## config.mk

```make
export PLATFORM = sky130hd
export DESIGN_NAME = msi_bus_arbiter
export DESIGN_NICKNAME = d
export VERILOG_FILES = /design/src/rtl/msi_bus_arbiter.sv
export SDC_FILE = /design/constraint.sdc
export NUM_CORES = 1
export LEC_CHECK = 0
export BUFFER_PORTS_ARGS = -buffer_cell sky130_fd_sc_hd__buf_2
export CAP_MARGIN = 0
export CORE_MARGIN = 2
export CORE_UTILIZATION = 45
export DETAILED_ROUTE_END_ITERATION = 8
export GPL_ROUTABILITY_DRIVEN = 0
export PLACE_DENSITY_LB_ADDON = 0.25
export REMOVE_ABC_BUFFERS = 1
export SLEW_MARGIN = 20
export SYNTH_ARGS = -nofsm -noshare
export SYNTH_HDL_FRONTEND = slang
export SYNTH_SLANG_ARGS = --single-unit
```

## constraint.sdc

```tcl
create_clock -name clk -period 4 [get_ports clk]
set_clock_uncertainty 0.2 [all_clocks]
set_input_delay 0.6 -clock clk [delete_from_list [all_inputs] [get_ports clk]]
set_output_delay 0.6 -clock clk [all_outputs]
set_load 0.01 [all_outputs]
```

## src/rtl/msi_bus_arbiter.sv

```systemverilog
// MSI coherence bus arbiter: round-robin grant of one request at a time. The granted op is
// broadcast as a snoop to the other caches. The fill word then comes from the lowest-index
// cache that reports found, or from main memory when no cache has it.
// Optional build macro: BUS_PERF_CNT_EN adds saturating counters perf_txn, perf_c2c and perf_stall.
module msi_bus_arbiter #(
    parameter int unsigned N_CORES = 2,
    parameter int unsigned ADDR_W  = 13,
    parameter int unsigned DATA_W  = 16
) (
    input  logic                       clk,
    input  logic                       rst_n,
    input  logic [N_CORES-1:0]         req_valid,
    input  logic [2*N_CORES-1:0]       req_op,
    input  logic [ADDR_W*N_CORES-1:0]  req_addr,
    output logic [N_CORES-1:0]         grant,
    output logic                       snoop_valid,
    output logic [N_CORES-1:0]         snoop_en,
    output logic [1:0]                 bus_op,
    output logic [ADDR_W-1:0]          bus_addr,
    input  logic [N_CORES-1:0]         snoop_found,
    input  logic [DATA_W*N_CORES-1:0]  snoop_data,
    output logic                       mem_re,
    output logic [ADDR_W-1:0]          mem_addr,
    input  logic                       mem_rdy,
    input  logic [DATA_W-1:0]          mem_rd_data,
    output logic [N_CORES-1:0]         resp_valid,
    output logic [DATA_W-1:0]          resp_data,
    output logic                       resp_from_c2c,
`ifdef BUS_PERF_CNT_EN
    output logic [15:0]                perf_txn,
    output logic [15:0]                perf_c2c,
    output logic [15:0]                perf_stall,
`endif
    output logic                       bus_busy
);

    localparam int unsigned IdxW   = (N_CORES > 1) ? $clog2(N_CORES) : 1;
    localparam logic [1:0]  OpInval = 2'b11;

    typedef enum logic [1:0] {StIdle, StSnoop, StMem, StDone} state_e;

    state_e              state_q, state_d;
    logic [IdxW-1:0]     owner_q, owner_d;
    logic [1:0]          op_q, op_d;
    logic [ADDR_W-1:0]   addr_q, addr_d;
    logic [DATA_W-1:0]   data_q, data_d;
    logic                c2c_q, c2c_d;
    logic [IdxW-1:0]     rr_ptr_q, rr_ptr_d;

    logic [N_CORES-1:0]  eligible;
    logic [N_CORES-1:0]  hi_mask;
    logic [N_CORES-1:0]  owner_mask;
    logic [N_CORES-1:0]  found;
    logic [N_CORES-1:0]  pick_mask;
    logic                pick_found;
    logic [IdxW-1:0]     pick_idx;
    logic [1:0]          pick_op;
    logic [ADDR_W-1:0]   pick_addr;
    logic [IdxW-1:0]     found_idx;
    logic [DATA_W-1:0]   found_data;

    function automatic logic [IdxW-1:0] lowest_idx(input logic [N_CORES-1:0] v);
        lowest_idx = '0;
        for (int k = int'(N_CORES) - 1; k >= 0; k--) begin
            if (v[k]) lowest_idx = IdxW'(k);
        end
    endfunction

    // Round-robin pick: first eligible core at/after rr_ptr, else first eligible overall
    always_comb begin
        eligible   = '0;
        hi_mask    = '0;
        owner_mask = '0;
        pick_mask  = '0;
        pick_op    = '0;
        pick_addr  = '0;
        for (int k = 0; k < N_CORES; k++) begin
            eligible[k]   = req_valid[k] && (req_op[2*k +: 2] != 2'b00);
            hi_mask[k]    = (IdxW'(k) >= rr_ptr_q);
            owner_mask[k] = (IdxW'(k) == owner_q);
        end
        pick_found = |eligible;
        pick_idx   = (|(eligible & hi_mask)) ? lowest_idx(eligible & hi_mask)
                                             : lowest_idx(eligible);
        for (int k = 0; k < N_CORES; k++) begin
            if (IdxW'(k) == pick_idx) begin
                pick_mask[k] = 1'b1;
                pick_op      = req_op[2*k +: 2];
                pick_addr    = req_addr[ADDR_W*k +: ADDR_W];
            end
        end
    end

    // Snoop hit selection: owner's own hit is ignored, lowest remaining index supplies data
    always_comb begin
        found      = snoop_found & ~owner_mask;
        found_idx  = lowest_idx(found);
        found_data = '0;
        for (int k = 0; k < N_CORES; k++) begin
            if (IdxW'(k) == found_idx) found_data = snoop_data[DATA_W*k +: DATA_W];
        end
    end

    // Next-state and per-state output decode
    always_comb begin
        state_d       = state_q;
        owner_d       = owner_q;
        op_d          = op_q;
        addr_d        = addr_q;
        data_d        = data_q;
        c2c_d         = c2c_q;
        rr_ptr_d      = rr_ptr_q;
        grant         = '0;
        snoop_valid   = 1'b0;
        snoop_en      = '0;
        mem_re        = 1'b0;
        resp_valid    = '0;
        resp_data     = '0;
        resp_from_c2c = 1'b0;
        unique case (state_q)
            StIdle: begin
                // rst_n gate keeps grant low while reset is held with requests pending
                if (pick_found && rst_n) begin
                    grant   = pick_mask;
                    owner_d = pick_idx;
                    op_d    = pick_op;
                    addr_d  = pick_addr;
                    data_d  = '0;
                    c2c_d   = 1'b0;
                    state_d = StSnoop;
                end
            end
            StSnoop: begin
                snoop_valid = 1'b1;
                snoop_en    = ~owner_mask;
                if (op_q == OpInval) begin
                    data_d  = '0;
                    c2c_d   = 1'b0;
                    state_d = StDone;
                end else if (|found) begin
                    data_d  = found_data;
                    c2c_d   = 1'b1;
                    state_d = StDone;
                end else begin
                    state_d = StMem;
                end
            end
            StMem: begin
                mem_re = 1'b1;
                if (mem_rdy) begin
                    data_d  = mem_rd_data;
                    c2c_d   = 1'b0;
                    state_d = StDone;
                end
            end
            StDone: begin
                resp_valid    = owner_mask;
                resp_data     = data_q;
                resp_from_c2c = c2c_q;
                rr_ptr_d      = (owner_q == IdxW'(N_CORES - 1)) ? '0 : owner_q + IdxW'(1);
                state_d       = StIdle;
            end
            default: state_d = StIdle;
        endcase
    end

    // State and transaction registers
    always_ff @(posedge clk or negedge rst_n) begin
        if (!rst_n) begin
            state_q  <= StIdle;
            owner_q  <= '0;
            op_q     <= '0;
            addr_q   <= '0;
            data_q   <= '0;
            c2c_q    <= 1'b0;
            rr_ptr_q <= '0;
        end else begin
            state_q  <= state_d;
            owner_q  <= owner_d;
            op_q     <= op_d;
            addr_q   <= addr_d;
            data_q   <= data_d;
            c2c_q    <= c2c_d;
            rr_ptr_q <= rr_ptr_d;
        end
    end

    assign bus_busy = (state_q != StIdle);
    assign bus_op   = op_q;
    assign bus_addr = addr_q;
    assign mem_addr = addr_q;

`ifdef BUS_PERF_CNT_EN
    logic [15:0] txn_q, c2c_cnt_q, stall_q;
    logic        stall_evt;

    assign stall_evt = bus_busy && |(eligible & ~owner_mask);

    // Saturating performance counters
    always_ff @(posedge clk or negedge rst_n) begin
        if (!rst_n) begin
            txn_q     <= '0;
            c2c_cnt_q <= '0;
            stall_q   <= '0;
        end else begin
            if (state_q == StDone && txn_q != 16'hFFFF) txn_q <= txn_q + 16'd1;
            if (state_q == StDone && c2c_q && c2c_cnt_q != 16'hFFFF) begin
                c2c_cnt_q <= c2c_cnt_q + 16'd1;
            end
            if (stall_evt && stall_q != 16'hFFFF) stall_q <= stall_q + 16'd1;
        end
    end

    assign perf_txn   = txn_q;
    assign perf_c2c   = c2c_cnt_q;
    assign perf_stall = stall_q;
`endif

endmodule
```

---- Word level (Yosys, flattened, before mapping) ----
Cells that the tools add are included.
storage, ports and cells
  output and inout port bits .............. 54
  register bits ........................... 36
  bits of input ports ..................... 85
cells by class
  eq/ne operators ......................... 7
  $add $sub $neg .......................... 1
  muxes and demuxes ....................... 36
  reductions and logical operators ........ 14
  $lt $le $gt $ge ......................... 2
  bitwise operators ....................... 4
operators by type and width
  kind                                                                    count
  16-bit two-way mux                                                      6
  16-bit case mux with 3 select lines                                     1
  1-bit two-way mux                                                       19
  2-bit two-way mux                                                       7
  13-bit two-way mux                                                      1
  2-bit case mux with 4 select lines                                      1
  2-bit equality test (second input constant)                             3
  2-bit nonzero test                                                      3
  2-bit OR reduction                                                      3
  2-bit bitwise AND                                                       2
  2-bit != test (second input constant)                                   2
  2-bit AND reduction                                                     2
  4-bit AND reduction                                                     1
  1-bit logical AND                                                       3
  3-bit != test (second input constant)                                   1
  1-bit case mux with 3 select lines                                      1
  3-bit nonzero test                                                      1
  2-bit by 1-bit equality test with 1-bit output (second input constant)  1
  1-bit >= comparator (first input constant)                              2
  2-bit zero test                                                         1
  2-bit NOT                                                               1
  1-bit adder (second input constant)                                     1
  1-bit NOT                                                               1

---- Depth between registers and ports, before layout ----
Gate-level depths: netlist of run 1.
  word-level depth ........................ 9
  depth in mapped cells ................... 8
  depth with buffers taken out ............ 6

---- Least setup slack after synthesis of run 1 ----
Ideal clock, no wire load.
  path kind ............................... register -> output
  start ................................... reg state_q[0]
  end ..................................... out grant[1]
  stages on the path, launching flop included .. 6
  path buffers ............................ 1
  data arrival time ....................... 1.415 ns
  slack ................................... 1.785 ns
  path through ............................ dfrtp_1 inv_1 ha_1 nand2_1 nor3_2 buf_4
on the way
  longest elaborated chain between the ends .. 2
RTL lines
  what                      RTL line  RTL
  start: declaration        42        state_e state_q, state_d;
  start signal: assignment  170       state_q <= StIdle;
  start signal: assignment  178       state_q <= state_d;
  2-bit zero test           120       unique case (state_q)
  2-bit two-way mux         120
  end: declaration          15        output logic [N_CORES-1:0] grant,
Every way passes these cells.

---- Worst setup path in the final report of run 1 ----
  start ................................... in rst_n
  end ..................................... out grant[1]
on the way
  longest elaborated chain between the ends .. 3
RTL lines
  what                RTL line  RTL
  start: declaration  11        input logic rst_n,
  1-bit logical AND   123       if (pick_found && rst_n) begin
  2-bit two-way mux   123
  2-bit two-way mux   120
Every way passes these cells.

==> results.md, run 1 <==
* Cell type with the highest occurrence count on the critical path: sky130_fd_sc_hd__buf_2
* Leading cell type by number of instances after synthesis: sky130_fd_sc_hd__dfrtp_1
* Total Power Consumption at about 1.9 mW
* Design Area, Final at ~3000 sq um
* Number of rows in the core area at 25
* Max H-tree Level at 2
* CTS tree: done
* Global-route wire length before repair at just over 8 mm
* CP max stage cell: sky130_fd_sc_hd__dlygate4sd3_1
* Synthesized netlist cell count at between 200 and 250
* Vias per cell at just under 5
* Critical path class: input port to output port
* Number of enable flip-flop cells after synthesis at 0
* Share of the yosys chip area belonging to registers at 0.3969
* Total power density per cell area at 642.9 nW/um^2
* Setup total negative slack at 0 ns
* Violation count after the first detailed-routing iteration at just under 60
* Sw power at approximately 0.77 mW
* Max frequency at 0.3499 GHz
* Drt wl/cell at about 13 um
* Reg clk slew, reported paths at around 0.070 ns
* Antenna diode instance count at 0
* Buffers added on ports at 138
* Top area cells in the synthesized netlist: sky130_fd_sc_hd__dfrtp_1 40%, sky130_fd_sc_hd__mux2i_1 7.1%, sky130_fd_sc_hd__a221o_1 6.6%
* Buffers & Inverters on Critical Path at 4
* Hold Vio Cnt, Final at 0
* Total Routed Length at roughly 5.4 mm
* Total CTS buffers at 5
* Final critical delay including setup and external delays at between 2 and 3 ns
* Synthesis-to-layout area growth at 31.42%
* Highest fanout seen on the critical path at 16
* Average cell area after synthesis at roughly 11 sq um
* Count of antenna-violating nets left after detailed routing at 0
* Detailed-route via count at between 1,500 and 2,000
* Commonest cells in the netlist: 36 x sky130_fd_sc_hd__dfrtp_1, 21 x sky130_fd_sc_hd__nand2_1, 20 x sky130_fd_sc_hd__and2_1
* Fraction of power consumed by the clock network at 0.130
* Biggest area consumer among synthesized cells: sky130_fd_sc_hd__dfrtp_1
* Total instance count after detailed placement at roughly 400
* Total core area at ~4800 sq um
* Share of final-layout standard cells stronger than drive strength 1 at 0.5147
* DIE WIDTH at roughly 75 um
* Max Transition Viols Final at 0
* Top cell type's share of synthesized area at 0.3969
* CTS sink cnt at 36
* Remaining routing DRC violations at 0
* Gate power share at 0.560
* Root Buffer: sky130_fd_sc_hd__clkbuf_8
* Largest voltage drop on the vdd net at around 0.29 mV
* Crit start category: input port
* Share of synthesized flip-flops with an asynchronous set or reset at 1.000
* LEAKAGE at roughly 1.7 nW
* Detail Placement HPWL at 4.081 mm
* Seq cells post-synth at 36
* Synth cell types at 33
* Headroom to the max-slew limit at 0.5321
* Slew at the pin with the worst max-slew slack at 0.7019 ns
* Status: completed
* Placed Area at about 2900 sq um
* Min-Delay Path Class: flip-flop to flip-flop
* Final cycle utilization of the critical path at 0.7144
* All-layer global routing usage at 0.1992
* Post-Synthesis Cell Area at 2270 sq um
* Max-cap violation count at 0
* Worst EP required at approximately 3.2 ns
* Area of the die at 5628 sq um
* Largest net degree at the start of global routing at 34
* Warning count from the yosys run at 0
* Internal Power at 1.151 mW
* Critical Path, Cell by Cell: dlygate4sd3_1, buf_2, nand2_1, nor3_2, buf_4, buf_2
* Initial antenna violation count at 0
* Largest delay share family, worst path: buffers and inverters
* Source-to-sink clock delay at the later pin of the worst-skew pair at about 0.28 ns
* Data arrival at the endpoint of the critical path at 2.06 ns
* Post-route insts no fill at between 400 and 500
* DIE HEIGHT at around 75 um
* Post-CTS Repair Setup Buffers at 0
* Resize count post-CTS at 0
* Fraction of power consumed by sequential logic at 0.309
* Net count of the finished layout at between 400 and 500
* Number of placed I/O pins at 139
* Starting utilization of the core area at 0.4742
* Total global routing overflow at 0
* Setup-violating endpoint count in the final report at 0
* Longest individual stage delay on the worst path at 0.54 ns
* Deepest clock path buffer count at 2
* Net switching fraction of the power at 0.3998
* Drt first pass iters at 3
* Nature of the critical path endpoint: output port
* Unrepaired setup endpoints after global routing: no
* Top FF cell, synth: sky130_fd_sc_hd__dfrtp_1
* Via count of the first global-routing pass at 1,833
-- layout by cell type (no fill, tap or decap), drive strengths merged --
master,synthesis,routed
clkinv,0,3
a21o,1,1
nor2,5,5
dlygate4sd3,0,1
nor3,2,2
nor2b,16,16
mux2i,16,16
a31oi,1,1
inv,5,5
a221o,15,15
and2b,1,1
nand2,21,21
dfrtp,36,36
mux2,17,17
nand3,3,3
nand2b,1,1
o211ai,2,2
a2111oi,1,1
clkbuf,4,5
buf,19,141
a21oi,2,2
ha,4,4
o21ai,20,20
and2,20,20
a21boi,1,1
-- metrics by stage --
stage | hold slack (ns) | worst slack, ns | util
2_1_floorplan | 0.1044 | 1.679 | -
3_3_place_gp | 0.2458 | 1.673 | 0.6029
3_5_place_dp | 0.2443 | 1.637 | 0.6029
4_1_cts | 0.3015 | 1.114 | 0.6233
5_1_grt | 0.3141 | 1.020 | 0.6233
6_report | 0.3000 | 1.142 | 0.6233
-- per-layer routing --
layer  vias up  share of wire  global-route usage  routed length [um]
li1        986              -                   -                   -
met1       902           0.42              0.2352                2237
met2        91           0.49              0.3558                2632
met3        11          0.076             0.04685                 408
met4         0          0.015             0.06548                  83
met5         -              0                   0                   0
-- power groups by stage --
stage	Clock (mW)	Sequential [mW]	Combinational, mW
finish	0.250	0.593	1.07
global placement	0	0.596	1.07
detailed placement	0	0.594	1.09
floorplan	0	0.642	0.672
CTS	0.259	0.594	1.10
global route	0.272	0.611	1.19
-- path summary, 6_finish.rpt --
check | startpoint | to | slack [ns] | depth (start not counted)
worst max-delay path | rst_n | grant[1] | 1.14 | 6
min in group asynchronous | rst_n | bus_op[0]$_DFFE_PN0P_ | 0.51 | 2
worst max register to register | state_q[0]$_DFFE_PN0P_ | bus_addr[0]$_DFFE_PN0P_ | 1.74 | 6
max in group asynchronous | rst_n | data_q[8]$_DFFE_PN0P_ | 2.45 | 3
worst min register to register | c2c_q$_DFFE_PN0P_ | c2c_q$_DFFE_PN0P_ | 0.30 | 1
worst min-delay path | c2c_q$_DFFE_PN0P_ | c2c_q$_DFFE_PN0P_ | 0.30 | 1
-- state kept, by name (all words and copies together), names as in the netlist --
signal and count:
data_q 16, rr_ptr_q 1, state_q 2, owner_q 1, bus_op 2, c2c_q 1
bus_addr 13
-- kinds of logic (layout without fill, tap and decap cells) --
| family | Yosys count | after routing | synth area share |
|---|---|---|---|
| simple gates | 69 | 69 | 0.1748 |
| mux | 33 | 33 | 0.1714 |
| buf+inv | 28 | 155 | 0.08820 |
| fa+ha+maj | 4 | 4 | 0.02205 |
| flops | 36 | 36 | 0.3969 |
| compound gates | 43 | 43 | 0.1466 |
-- final cells by class --
type	count	area [sq um]
fill	413	1803
multi-input combinational	149	1169
sequential	36	900.9
timing repair buffer	142	723.2
tap	67	83.83
clock buffer	5	68.82
clock inverter	3	18.77
inverter	5	18.77
-- repair_timing --
item	CTS	global route
endpoints found under the setup margin	0	0
hold endpoints to repair	3	0
hold buffers	1	0
Power figures use the tool's default switching activity.
==> run 2, diff against run 1 <==
- ABC_AREA: unset -> 1
- CORE_UTILIZATION: 45 -> 41
- clock period: 4 -> 2.35 ns (I/O delays scaled with it)
==> run 2 against run 1 <==
Register-to-register slack worse by 1.4 ns. Die area is 25% higher. Sequential share of layout area is 3.7 points lower. Combinational power is 100% higher. First-iteration DRC count is 86% higher. Clock power is 110% higher. Via count is 46% higher. Hold slack worse by 0.16 ns. Setup slack worse by 1.0 ns. Critical path type unchanged.
==> results.md, run 2 <==
* Status: completed
* Adder and majority gate portion of the synthesized area at 0.01912
* LEAKAGE at roughly 2.2 nW
* CTS sink cnt at 36
* Placed Area at around 3300 sq um
* Most common cell after layout, fill and taps aside: sky130_fd_sc_hd__nand2_1
* Antenna diode instance count at 0
* Top cell type's share of synthesized area at 0.3442
* Max H-tree Level at 2
* Most frequent cells in the layout: 161 x sky130_fd_sc_hd__nand2_1, 138 x sky130_fd_sc_hd__buf_2, 66 x sky130_fd_sc_hd__nand3_1
* Critical path class: input port to output port
* Global-route wire length before repair at about 12 mm
* Biggest area consumer among synthesized cells: sky130_fd_sc_hd__dfrtp_1
* Share of synthesized flip-flops with an asynchronous set or reset at 1.000
* Drt wl/cell at 11.76 um
* Net count of the finished layout at around 620
* Total global routing overflow at 0
* Total power density per cell area at around 1100 nW/um^2
* Violation count after the first detailed-routing iteration at 110
* Worst EP required at between 1.5 and 2 ns
* Reg clk slew, reported paths at about 0.070 ns
* Highest fanout seen on the critical path at 8
* Total core area at around 6300 sq um
* Deepest clock path buffer count at 2
* Average cell area after synthesis at about 6.4 sq um
* Count of antenna-violating nets left after detailed routing at 0
* Share of final-layout standard cells stronger than drive strength 1 at 0.3333
* Count of fill cells added during filler insertion at ~670
* Register with the highest flop count: data_q
* Number of placed I/O pins at roughly 140
* Vias per cell at between 4 and 5
* Max frequency at around 0.45 GHz
* Share of the yosys chip area belonging to registers at 0.3442
* Starting utilization of the core area at 0.4170
* Post-Synthesis Cell Area at between 2000 and 3000 sq um
* Detailed-route via count at slightly below 3,000
* Total Routed Length at 7.149 mm
* Flip-flop count of the largest register after layout at 16
* Design Area, Final at 3397 sq um
* Final critical delay including setup and external delays at between 2 and 2.5 ns
* Detail Placement HPWL at 5.408 mm
* Leading cell type by number of instances after synthesis: sky130_fd_sc_hd__nand2_1
* Top FF cell, synth: sky130_fd_sc_hd__dfrtp_1
* Max Transition Viols Final at 0
* Combinational family with the most area after synthesis: simple AND/OR/NAND/NOR gates
* XOR/XNOR Fraction of Synth Area at 0
* Unrepaired setup endpoints after global routing: no
* Final cycle utilization of the critical path at 0.9431
* DIE WIDTH at 83.90 um
* Largest net degree at the start of global routing at 32
* Synth cell types at 22
* DIE HEIGHT at ~84 um
* Root Buffer: sky130_fd_sc_hd__clkbuf_8
* CTS tree: done
* Drt first pass iters at 4
* Seq cells post-synth at 36
* Warning count from the yosys run at 0
* Headroom to the max-slew limit at 0.6102
* Area of the die at 7039 sq um
* Remaining routing DRC violations at 0
* Max-cap violation count at 0
* Crit start category: input port
* Synthesized netlist cell count at slightly above 400
* Data arrival at the endpoint of the critical path at about 1.7 ns
* Total CTS buffers at 5
* Setup-violating endpoint count in the final report at 0
* Post-synthesis share of cell area spent on and, or, nand and nor gates at 0.4240
* Nature of the critical path endpoint: output port
* Slew at the pin with the worst max-slew slack at slightly below 0.6 ns
* Synthesis-to-layout area growth at 29.78%
* Top area cells in the synthesized netlist: sky130_fd_sc_hd__dfrtp_1 34%, sky130_fd_sc_hd__nand2_1 23%, sky130_fd_sc_hd__nand3_1 13%
* Hold Vio Cnt, Final at 0
* Share of the synthesized area in compound gates (AO/OA/AOI/OAI) at 0.04398
* Buffers added on ports at about 140
* Largest voltage drop on the vdd net at roughly 0.7 mV
* Setup total negative slack at 0 ns
* Initial antenna violation count at 0
* Commonest cells in the netlist: 161 x sky130_fd_sc_hd__nand2_1, 66 x sky130_fd_sc_hd__nand3_1, 59 x sky130_fd_sc_hd__inv_1
* All-layer global routing usage at 0.2094
* Number of enable flip-flop cells after synthesis at 0
* Min-Delay Path Class: input port to flip-flop
* Multiplexer share of the synthesized area at 0
* Number of rows in the core area at 29
* Via count of the first global-routing pass at 2,821
* Source-to-sink clock delay at the later pin of the worst-skew pair at between 0.2 and 0.3 ns
-- run 2: cell types whose count changed after synthesis, sizes merged, moves of 15 or more --
| cell | change |
|---|---|
| nand2 | +152 |
| nand3 | +65 |
| nor2b | -16 |
| o21ai | -16 |
| and2 | -20 |
| a221o | -15 |
| mux2 | -17 |
| mux2i | -16 |
| a21oi | +17 |
| inv | +58 |
-- run 2: layout make-up --
cell class                 count  area, sq um  share of cell area
timing repair buffer         147        760.7              0.2239
inverter                      63        236.5             0.06961
multi-input combinational    277         1295              0.3812
clock buffer                   6        72.57             0.02136
tap                           77        96.34             0.02836
sequential                    36        900.9              0.2652
clock inverter                 2        35.03             0.01031
-- run 2: kinds of logic after synthesis --
logic type               count (synthesis)
AO/OA/AOI/OAI                           23
adder cells (fa/ha/maj)                  4
buffers and inverters                   96
flip-flops                              36
AND/OR/NAND/NOR                        250
-- run 2: per-layer routing --
metal / GRT usage / share of wire / vias to the layer above
met3: 0.04154 / 0.048 / 8
met2: 0.3644 / 0.50 / 77
met4: 0.05279 / 0.010 / 0
met5: 0 / 0 / -
li1: - / - / 1470
met1: 0.2662 / 0.44 / 1344
-- run 2: worst paths after layout --
kind,slack (ns),from,end,cells past startpoint
worst max register to register,0.35,state_q[1]$_DFFE_PN0P_,data_q[1]$_DFFE_PN0P_,8
worst min register to register,0.28,data_q[5]$_DFFE_PN0P_,data_q[5]$_DFFE_PN0P_,2
worst max-delay path,0.13,rst_n,grant[0],5
worst min-delay path,0.14,req_addr[1],bus_addr[1]$_DFFE_PN0P_,5
max in group asynchronous,1.06,rst_n,data_q[4]$_DFFE_PN0P_,3
min in group asynchronous,0.26,rst_n,bus_op[0]$_DFFE_PN0P_,2
-- run 2: power by group --
group / switching, mW / internal, mW
combinational: 1.41 / 0.769
clock: 0.215 / 0.315
sequential: 0.225 / 0.925
total: 1.85 / 2.01
-- run 2: repair_timing --
item / in CTS / in global routing
hold endpoints to repair: 5 / 0
gates resized for setup: 0 / 4
hold buffers: 1 / 0
endpoints found under the setup margin: 0 / 13
buffers inserted: 0 / 0
-- run 2: through the flow --
step	worst slack, ns	power, mW	util	hold WS [ns]	instances
detailed placement	0.3452	3.309	0.5198	0.008851	599
global placement	0.3893	3.269	0.5198	0.01310	599
finish	0.1337	3.860	0.5412	0.1423	608
floorplan	0.1544	2.487	-	-0.1431	376
global route	0.03304	4.199	0.5412	0.1636	608
CTS	0.02677	3.856	0.5386	0.1422	608
-- run 2: worst max-delay path, stage by stage --
cell	delay [ns]
sky130_fd_sc_hd__dlygate4sd3_1	0.53
sky130_fd_sc_hd__buf_2	0.22
sky130_fd_sc_hd__nand3_2	0.21
sky130_fd_sc_hd__a21oi_2	0.19
sky130_fd_sc_hd__buf_2	0.15
==> run 3, diff against run 2 <==
--- a/constraint.sdc
+++ b/constraint.sdc
@@ -4,2 +4,2 @@
 set_output_delay 0.3525 -clock clk [all_outputs]
-set_load 0.01 [all_outputs]
+set_load 0.02 [all_outputs]
==> run 3 against run 2 <==
Via count rose by 0.38%. Critical endpoint unchanged. Final cell count fell by 0.16%. First-iteration DRC count rose by 45%. Routed wire length rose by 2.7%. Setup slack got worse by 0.0091 ns. Fmax fell by 0.41%. Register-to-register slack got worse by 0.03 ns. Die area did not move. Critical path depth did not move. Sequential share of layout area rose by 0.22 points.
==> results.md, run 3 (synthesis results as in run 2) <==
* Total core area at about 6300 sq um
* Total Power Consumption at approximately 4 mW
* Detailed-route via count at about 2,900
* Deepest clock path buffer count at 2
* Cell depth of the worst min-delay path at 5
* Count of fill cells added during filler insertion at about 670
* Max frequency at about 0.45 GHz
* Flip-flop count of the largest register after layout at 16
* DIE WIDTH at ~84 um
* Buffers added on ports at 138
* Net count of the finished layout at about 620
* Total Routed Length at between 7 and 8 mm
* All-layer global routing usage at 0.2127
* Slew at the pin with the worst max-slew slack at around 0.53 ns
* Area taken by flip-flops and latches at 900.9 sq um
* Crit start category: flip-flop
* Data arrival at the endpoint of the critical path at between 1.5 and 2 ns
* Nature of the critical path endpoint: output port
* Total global routing overflow at 0
* Initial antenna violation count at 0
* Number of placed I/O pins at ~140
* Area of the multi-input gates at about 1300 sq um
* CTS tree: done
* Largest net degree at the start of global routing at 32
* Minimum hold slack at approximately 0.15 ns
* Final critical delay including setup and external delays at roughly 2.2 ns
* Worst Hold Endpoint: bus_addr[7]$_DFFE_PN0P_
* Count of antenna-violating nets left after detailed routing at 0
* Max H-tree Level at 2
* Worst EP required at roughly 1.8 ns
* Remaining routing DRC violations at 0
* Total CTS buffers at 5
* Detail Placement HPWL at about 5.4 mm
* Final worst slack at around 0.12 ns
* Area of the die at a little over 7000 sq um
* Highest fanout seen on the critical path at 8
* HP Start: req_addr[7]
* Max Transition Viols Final at 0
* Starting utilization of the core area at 0.4170
* Unrepaired setup endpoints after global routing: no
* LEAKAGE at 2.214 nW
* Most common cell after layout, fill and taps aside: sky130_fd_sc_hd__nand2_1
* Via count of the first global-routing pass at 2,795
* Vias per cell at 4.794
* Total power density per cell area at between 1000 and 1500 nW/um^2
* Post-route insts no fill at a little over 600
* CTS sink cnt at 36
* Root Buffer: sky130_fd_sc_hd__clkbuf_8
* Antenna diode instance count at 0
* Min-Delay Path Class: input port to flip-flop
* Number of rows in the core area at 29
* Largest voltage drop on the vdd net at 0.6944 mV
* Synthesis-to-layout area growth at 28.73%
* Headroom to the max-slew limit at 0.6451
* Setup-violating endpoint count in the final report at 0
* Reg2Reg Depth at 8
* Setup slack of the worst register-to-register path at between 0.3 and 0.4 ns
* Global-route wire length before repair at 12.40 mm
* DIE HEIGHT at 83.90 um
* Setup total negative slack at 0 ns
* R2r startpoint: state_q[1]$_DFFE_PN0P_
* Final cycle utilization of the critical path at 0.9470
* Source-to-sink clock delay at the later pin of the worst-skew pair at between 0.2 and 0.3 ns
* Critical path class: flip-flop to output port
* Violation count after the first detailed-routing iteration at around 160
* Total instance count after detailed placement at around 600
* Design Area, Final at between 3000 and 4000 sq um
* Setup slack after placement at 0.3326 ns
* Register with the highest flop count: data_q
* Placed Area at around 3300 sq um
* R2r endpoint: data_q[1]$_DFFE_PN0P_
* Launching instance or port of the critical path: state_q[0]$_DFFE_PN0P_
* Share of final-layout standard cells stronger than drive strength 1 at 0.3321
* Most frequent cells in the layout: 161 x sky130_fd_sc_hd__nand2_1, 137 x sky130_fd_sc_hd__buf_2, 66 x sky130_fd_sc_hd__nand3_1
* Core occupancy in the finished layout at 0.5368
* Max-cap violation count at 0
* Post-CTS Repair Setup Buffers at 0
* Drt wl/cell at 12.10 um
* Drt first pass iters at 4
* Reg clk slew, reported paths at around 0.070 ns
* Status: completed
* Hold Vio Cnt, Final at 0
run 3: cell types whose count changed in the layout (fill, tap and decap cells not counted):
cell	previous run	this run
sky130_fd_sc_hd__buf_2	138	137
sky130_fd_sc_hd__bufinv_16	1	0
sky130_fd_sc_hd__clkbuf_4	0	1
run 3: worst max-delay path by stage:
stage               cells past startpoint               endpoint
floorplan                               7  data_q[0]$_DFFE_PN0P_
global placement                        7  data_q[3]$_DFFE_PN0P_
detailed placement                      8  data_q[1]$_DFFE_PN0P_
CTS                                     5               grant[0]
global route                            5               grant[0]
finish                                  5               grant[0]
run 3: area by class of cell:
type                            count  area share
Clock buffer                        6     0.02154
Clock inverter                      1    0.001485
Inverter                           63     0.07018
Multi-Input combinational cell    277      0.3843
Sequential cell                    36      0.2674
Tap cell                           77     0.02859
Timing Repair Buffer              147      0.2265
run 3: power breakdown:
group | switching, mW | internal [mW]
clock | 0.210 | 0.201
combinational | 1.66 | 0.773
sequential | 0.223 | 0.925
total | 2.09 | 1.90
run 3: layer usage:
metal	part of all wire	wire (um)	track usage
met4	0.011	78	0.04839
met5	0	0	0
met2	0.49	3608	0.3709
met1	0.44	3252	0.2692
met3	0.055	404	0.04649
run 3: what timing repair did:
item	4_1_cts	5_1_grt
gates resized for setup	0	5
endpoints found under the hold margin	5	0
setup endpoints to repair	0	30
hold buffers	1	0
run 3: critical path, stage by stage (launching register included):
cell and delay (ns):
sky130_fd_sc_hd__dfrtp_1 0.41, sky130_fd_sc_hd__inv_1 0.13, sky130_fd_sc_hd__ha_2 0.27, sky130_fd_sc_hd__nand3_2 0.20, sky130_fd_sc_hd__a21oi_2 0.19, sky130_fd_sc_hd__buf_2 0.19
